--- config.mk ---
export PLATFORM = sky130hd
export DESIGN_NAME = div_result_uart_tx
export DESIGN_NICKNAME = d
export VERILOG_FILES = /design/src/rtl/div_result_uart_tx.sv
export SDC_FILE = /design/constraint.sdc
export NUM_CORES = 1
export LEC_CHECK = 0
export CORE_MARGIN = 5
export CORE_UTILIZATION = 45
export CTS_BUF_LIST = sky130_fd_sc_hd__clkbuf_4 sky130_fd_sc_hd__clkbuf_8
export DETAILED_ROUTE_END_ITERATION = 7
export PLACE_DENSITY = 0.71
export SLEW_MARGIN = 20
export SYNTH_ARGS = -nofsm -noshare
export SYNTH_HDL_FRONTEND = slang
export SYNTH_SLANG_ARGS = --single-unit
--- constraint.sdc ---
create_clock -name clk -period 4.6 [get_ports clk]
set_input_delay 0.46 -clock clk [delete_from_list [all_inputs] [get_ports clk]]
set_output_delay 0.46 -clock clk [all_outputs]
set_load 0.01 [all_outputs]
--- src/rtl/div_result_uart_tx.sv ---
// Purpose : serialise a captured divider quotient (and optionally remainder) as big-endian 8N1 UART frames.
// Latency : tx drops to the start bit on the same edge that samples start; frames follow back to back.
// Backpress: none; start is ignored while busy, and there is no queueing.
//
// Ports:
//   clk        system clock (single domain)
//   rst        synchronous active-high reset, overrides everything
//   start      one-cycle request, only honoured in IDLE
//   result     quotient, captured on an accepted start
//   remainder  remainder, captured on an accepted start (sent only when SEND_REMAINDER != 0)
//   tx         UART line, idles high
//   busy       high for exactly NBYTES*10*CLKS_PER_BIT cycles per transmission
//   done       one-cycle pulse in the first cycle after busy falls
module div_result_uart_tx #(
    parameter int CLKS_PER_BIT   = 5208,
    parameter int SEND_REMAINDER = 1
) (
    input  logic        clk,
    input  logic        rst,
    input  logic        start,
    input  logic [31:0] result,
    input  logic [31:0] remainder,
    output logic        tx,
    output logic        busy,
    output logic        done
);

    localparam int              BW        = (CLKS_PER_BIT > 2) ? $clog2(CLKS_PER_BIT) : 1;
    localparam logic [BW-1:0]   BAUD_LAST = BW'(CLKS_PER_BIT - 1);
    localparam int              NBYTES    = (SEND_REMAINDER != 0) ? 8 : 4;
    localparam logic [2:0]      BYTE_LAST = 3'(NBYTES - 1);

    localparam logic [1:0] IDLE      = 2'd0;
    localparam logic [1:0] START_BIT = 2'd1;
    localparam logic [1:0] DATA_BITS = 2'd2;
    localparam logic [1:0] STOP_BIT  = 2'd3;

    logic [1:0]    state_q,    state_d;
    logic [BW-1:0] baud_cnt_q, baud_cnt_d;
    logic [2:0]    bit_cnt_q,  bit_cnt_d;
    logic [2:0]    byte_cnt_q, byte_cnt_d;
    logic [63:0]   shift_q,    shift_d;
    logic          tx_q,       tx_d;
    logic          busy_q,     busy_d;
    logic          done_q,     done_d;

    logic [7:0]    cur_byte;
    logic          baud_tick;

    // The byte being sent always sits in the top of the shift register;
    // it advances by one byte at the end of each stop bit.
    assign cur_byte  = shift_q[63:56];
    assign baud_tick = (baud_cnt_q == BAUD_LAST);

    always_comb begin
        state_d    = state_q;
        baud_cnt_d = baud_cnt_q;
        bit_cnt_d  = bit_cnt_q;
        byte_cnt_d = byte_cnt_q;
        shift_d    = shift_q;
        tx_d       = tx_q;
        busy_d     = busy_q;
        done_d     = 1'b0;

        case (state_q)
            IDLE: begin
                if (start) begin
                    state_d    = START_BIT;
                    shift_d    = (SEND_REMAINDER != 0) ? {result, remainder} : {result, 32'h0};
                    baud_cnt_d = '0;
                    bit_cnt_d  = 3'd0;
                    byte_cnt_d = 3'd0;
                    tx_d       = 1'b0;
                    busy_d     = 1'b1;
                end
            end
            START_BIT: begin
                if (baud_tick) begin
                    state_d    = DATA_BITS;
                    baud_cnt_d = '0;
                    bit_cnt_d  = 3'd0;
                    tx_d       = cur_byte[0];
                end else begin
                    baud_cnt_d = baud_cnt_q + BW'(1);
                end
            end
            DATA_BITS: begin
                if (baud_tick) begin
                    baud_cnt_d = '0;
                    if (bit_cnt_q == 3'd7) begin
                        state_d   = STOP_BIT;
                        bit_cnt_d = 3'd0;
                        tx_d      = 1'b1;
                    end else begin
                        bit_cnt_d = bit_cnt_q + 3'd1;
                        tx_d      = cur_byte[bit_cnt_q + 3'd1];
                    end
                end else begin
                    baud_cnt_d = baud_cnt_q + BW'(1);
                end
            end
            STOP_BIT: begin
                if (baud_tick) begin
                    baud_cnt_d = '0;
                    if (byte_cnt_q == BYTE_LAST) begin
                        state_d    = IDLE;
                        byte_cnt_d = 3'd0;
                        busy_d     = 1'b0;
                        done_d     = 1'b1;
                    end else begin
                        // Next frame starts immediately: no idle gap between bytes.
                        state_d    = START_BIT;
                        byte_cnt_d = byte_cnt_q + 3'd1;
                        shift_d    = {shift_q[55:0], 8'h00};
                        tx_d       = 1'b0;
                    end
                end else begin
                    baud_cnt_d = baud_cnt_q + BW'(1);
                end
            end
            default: begin
                state_d    = IDLE;
                baud_cnt_d = '0;
                bit_cnt_d  = 3'd0;
                byte_cnt_d = 3'd0;
                tx_d       = 1'b1;
                busy_d     = 1'b0;
            end
        endcase
    end

    always_ff @(posedge clk) begin
        if (rst) begin
            state_q    <= IDLE;
            baud_cnt_q <= '0;
            bit_cnt_q  <= 3'd0;
            byte_cnt_q <= 3'd0;
            shift_q    <= 64'h0;
            tx_q       <= 1'b1;
            busy_q     <= 1'b0;
            done_q     <= 1'b0;
        end else begin
            state_q    <= state_d;
            baud_cnt_q <= baud_cnt_d;
            bit_cnt_q  <= bit_cnt_d;
            byte_cnt_q <= byte_cnt_d;
            shift_q    <= shift_d;
            tx_q       <= tx_d;
            busy_q     <= busy_d;
            done_q     <= done_d;
        end
    end

    assign tx   = tx_q;
    assign busy = busy_q;
    assign done = done_q;

endmodule

# Word level (Yosys, flattened, before mapping)
# Index checks and enable logic that the tools add are counted.
op_classes:
  bitwise: 2
  div_mod_pow: 0
  muxes: 36
  n_mul: 0
  n_lt_le_gt_ge: 1
  n_shift: 0
  eq_ne: 13
  addsub: 3
  n_reduce_logical: 11
ops:
  columns: ["op", "count"]
  rows:
  - ["64-bit two-way mux", 3]
  - ["64-bit case mux with 2 select lines", 1]
  - ["13-bit two-way mux", 2]
  - ["13-bit case mux with 2 select lines", 1]
  - ["3-bit two-way mux", 6]
  - ["2-bit inequality test (second input constant)", 7]
  - ["13-bit by 1-bit adder with 13-bit output (second input constant)", 1]
  - ["13-bit equality test (second input constant)", 1]
  - ["1-bit two-way mux", 12]
  - ["4-bit AND reduction", 3]
  - ["2-bit two-way mux", 5]
  - ["5-bit AND reduction", 2]
  - ["3-bit case mux with 3 select lines", 1]
  - ["2-bit case mux with 4 select lines", 1]
  - ["3-bit by 1-bit adder with 3-bit output (second input constant)", 2]
  - ["3-bit equality test (second input constant)", 2]
  - ["3-bit case mux with 2 select lines", 1]
  - ["3-bit OR reduction", 2]
  - ["2-bit equality test (second input constant)", 2]
  - ["3-bit by 4-bit less-than comparator with 1-bit output (second input constant)", 1]
  - ["1-bit case mux with 4 select lines", 1]
  - ["1-bit binary-select mux with 3-bit select", 1]
  - ["3-bit AND reduction", 1]
  - ["3-bit nonzero test", 1]
  - ["other kinds (5)", 6]
totals:
  out_inout_bits: 3
  ram_bits: 0
  in_bits: 67
  memories: 0
  rom_bits: 0
  latch_bits: 0
  wordCells: 74
  register_bits: 88

# Depth between registers and ports, before layout
depth:
  depth_word: 6
  depth_mapped: 9
  depth_no_buf: 7

# Least setup slack after synthesis
# OpenSTA, ideal clock, no wires.
synth_timing:
  kind: "register to register"
  from: "reg state_q[0]"
  to: "reg state_q[0]"
  stages_incl_launch_ff: 10
  setup_slack_ns: 2.592
  n_path_buf: 2
  required_time_ns: 4.514
  period_less_slack_ns: 2.008
  arrival_time_ns: 1.922
  setup_ns: 0.086
  path_cell_list: "dfxtp_1 > inv_1 > ha_1 > clkbuf_1 > nor2b_1 > buf_2 > or3_1 > o31ai_4 > o21ai_1 > a221oi_2"
synth_via:
  elab_chain_len: 3
  elab_cells_between_ends: 11
  classes_between: "eq/ne (8); mux (1); reduce/logical (2)"
synth_rtl:
  columns: ["item", "line_no", "source"]
  rows:
  - ["start, declared", "38", "logic [1:0] state_q, state_d;"]
  - ["start signal, assigned", "143", "state_q <= state_d;"]
  - ["2-bit equality test (tied with other cells)", "65", "case (state_q)"]
  - ["2-bit inequality test (no line)", null, null]
  - ["5-bit AND reduction (no line)", null, null]
# Several ways; a longest one is shown, not always the timed one.
# A chain may end at the register's enable or synchronous reset.

# Worst setup path after layout
layout_timing:
  from: "reg baud_cnt_q[0]"
  to: "reg shift_q[10]"
layout_via:
  elab_chain_len: 3
layout_rtl:
  columns: ["item", "line_no", "source"]
  rows:
  - ["start, declared", "39", "logic [BW-1:0] baud_cnt_q, baud_cnt_d;"]
  - ["start signal, assigned", "144", "baud_cnt_q <= baud_cnt_d;"]
  - ["13-bit equality test", "53", "assign baud_tick = (baud_cnt_q == BAUD_LAST);"]
  - ["2-bit inequality test (no line)", null, null]
  - ["4-bit AND reduction (no line)", null, null]
  - ["end signal, assigned", "147", "shift_q <= shift_d;"]
  - ["end, declared", "42", "logic [63:0] shift_q, shift_d;"]
# No other way between the ends.

==> results.toml <==
[run_status]
status = "completed"

[setup_path]
crit_chain = "ha_1, nand4b_1, o41ai_2, and2b_4, buf_4, nor2_1, a211oi_1"
path_delay_family = "simple AND/OR/NAND/NOR gates"
rrSetupSlack_ns = 1.71
rr_endpoint = "shift_q[10]$_SDFFE_PP0P_"
r2r_start = "baud_cnt_q[0]$_SDFFE_PP0P_"
slowest_stage = "and2b_4"
reg2reg_depth = 7
cp_num_buf_inv = 1
crit_path_end_kind = "flip-flop"
crit_arrival_ns = 3.17
critical-path-max-stage-delay_ns = 0.84
required_ns = 4.88
critPathMaxFanout = 88
path_class = "reg -> reg"
critPathLaunchType = "flip-flop"

[drt]
detailedRoute.firstIterationViolations = 142
drtPass1Iterations = 4
wl_per_cell_um = 15.19
ant_nets = 0
vias = 3373
viasPerCell = 5.548
routed_wl_um = 9238
drc = 0

[yosys]
syn_nets = 524
synth_warnings = 0
avgSynthCellArea_um2 = 9.408
synth_ff_type = "dfxtp_1"
synth.distinct_cells = 48
netlist_area_um2 = 4205
synth_area_leaders = "dfxtp_1 42%, mux2i_1 15%, a211oi_1 9.5%"
yosys.area.top_type = "dfxtp_1"
syn_inst = 447
synth.ff_latch_count = 88
ys_seq_area_share_pct = 41.89
synth_top_cell_area_share_pct = 41.89
async_flop_share_pct = 0
synth_edf_count = 0

[placed_design]
place_area_um2 = 4895
place_ws_ns = 1.709
dp_cells = 592
hpwlAfterDp_um = 6326
io_buffers = 69
place_congestion = 0.7890

[min_path]
hold_class = "reg -> reg"
holdPathEnd = "shift_q[1]$_SDFFE_PP0P_"
whs_path_depth = 2
hold_path_startpoint = "shift_q[1]$_SDFFE_PP0P_"

[sta]
final_hold_viol_count = 0
grt_setup_unrepaired = "false"
tns_ns = 0
max_slew_margin_pct = 26.27
min_period_ns = 2.892
hold_slack_ns = 0.4559
fin_ws_ns = 1.708
tightest_slew_ns = 1.102
setup_viol = 0
finClkSkew_ns = 0.01023
slew_violations = 0
fmax_mhz = 345.8
period_share_pct = 62.87

[global_routing]
grt_use_total_pct = 16.52
grt_use_met1_pct = 21.46
global_route.overflow_total = 0
use_met2_pct = 27.43
antenna_found_initial = 0
grt_busiest_layer = "met2"
grt_max_degree = 89
grt_pass1_vias = 3253
grt_use_met3_pct = 3.371
grt_pass1_wl_um = 15350

[floorplan]
chipHeight_um = 106.7
io_pins = 70
core_area_um2 = 9196
die-area_um2 = 11380
core.rowCount = 35
die_w_um = 106.7
initial_core_util_pct = 45.73

[layout]
drive_gt1_share_pct = 7.847
num-nets-final = 569
nFillCells = 844
syn2layout_area_growth_pct = 20.71
final_cells = 608
antenna_cells = 0
fin_util_pct = 55.20
design_area_um2 = 5076

[power]
cellLeakagePower_nw = 1.721
powerDensity_nw_per_um2 = 504.1
vdd_drop_max_v = 0.0002599
fin_total_pwr_mw = 2.559

[flow_run]
maxCapViolations = 0

[cts]
cts_tree = "built"
cts-htree-levels = 3
cts_resized = 0
post-cts-setup-buffer-count = 0
ctsRootBufferMaster = "clkbuf_8"
clock-sinks = 88
clockBufferDepth = 2
clk_latency_ns = 0.36
cts_buffers = 9
cts_hold_buf = 0
clkTransAtPathRegs_ns = 0.10
## tightest hold or removal path: stages, from the launching register on
cell     delay [ns]
dfxtp_1        0.32
nand2_1        0.05
a21oi_1        0.05
## routing by layer
metal / wire length [um] / share of wire (%) / vias up
li1: - / - / 1722
met4: 119 / 1.3 / 0
met5: 0 / 0 / -
met1: 4249 / 46 / 1575
met2: 4507 / 49 / 66
met3: 362 / 3.9 / 10
## registers in the layout, indices dropped and copies added, names as in the netlist
| name | flops |
|---|---|
| shift_q | 64 |
| baud_cnt_q | 13 |
| bit_cnt_q | 3 |
| byte_cnt_q | 3 |
| state_q | 2 |
| busy | 1 |
| done | 1 |
| tx | 1 |
## cell families after synthesis
family | Yosys count | share of synthesized area (%)
simple gates | 136 | 15.38
compound gates | 105 | 19.10
flops | 88 | 41.89
mux | 65 | 16.10
buf+inv | 43 | 4.552
fa+ha+maj | 10 | 2.975
## cell usage after synthesis, types with 5 or more instances
master / instances
buf_2: 9
inv_1: 5
dfxtp_1: 88
a311oi_1: 10
a211oi_1: 53
mux2i_1: 62
buf_4: 5
buf_1: 5
clkbuf_1: 19
nand3b_1: 8
nand2_1: 21
nor2_1: 73
o21ai_0: 6
a21oi_1: 19
ha_1: 10
## where the power goes
part,switching [mW],leakage (nW),internal (mW)
Combinational,0.540,0.906,0.418
Clock,0.286,0.0909,0.214
Sequential,0.125,0.724,0.976
## area by class of cell
| class | count | area, um2 | area share, % |
|---|---|---|---|
| inverters | 5 | 18.77 | 0.3697 |
| clock inverters | 5 | 42.54 | 0.8381 |
| flip-flops and latches | 88 | 1762 | 34.71 |
| well taps | 111 | 138.9 | 2.736 |
| multi-input cells | 316 | 2267 | 44.66 |
| repair buffers | 72 | 708.2 | 13.95 |
| clock buffers | 11 | 138.9 | 2.736 |
## worst max-delay path by stage
| stage | startpoint | slack, ns | cells after the start | to |
|---|---|---|---|---|
| 2_1_floorplan | state_q[0]$_SDFFE_PP0P_ | 2.59 | 9 | state_q[0]$_SDFFE_PP0P_ |
| 3_3_place_gp | start | 1.75 | 6 | shift_q[12]$_SDFFE_PP0P_ |
| 3_5_place_dp | start | 1.71 | 6 | shift_q[14]$_SDFFE_PP0P_ |
| 4_1_cts | baud_cnt_q[0]$_SDFFE_PP0P_ | 1.69 | 7 | shift_q[14]$_SDFFE_PP0P_ |
| 5_1_grt | baud_cnt_q[0]$_SDFFE_PP0P_ | 1.38 | 7 | shift_q[10]$_SDFFE_PP0P_ |
| 6_report | baud_cnt_q[0]$_SDFFE_PP0P_ | 1.71 | 7 | shift_q[10]$_SDFFE_PP0P_ |
## cell usage in the layout, fill, tap and decap left out, types with 4 or more instances in the layout
| cell | count |
|---|---|
| a211oi_1 | 53 |
| a21oi_1 | 19 |
| a311oi_1 | 10 |
| and2_1 | 4 |
| clkbuf_8 | 9 |
| clkdlybuf4s50_1 | 68 |
| dfxtp_1 | 88 |
| ha_1 | 9 |
| inv_1 | 5 |
| mux2i_1 | 62 |
| nand2_1 | 21 |
| nand3b_1 | 8 |
| nor2_1 | 73 |
| nor2b_1 | 4 |
| o21ai_0 | 6 |
Power figures use the tool's default switching activity.
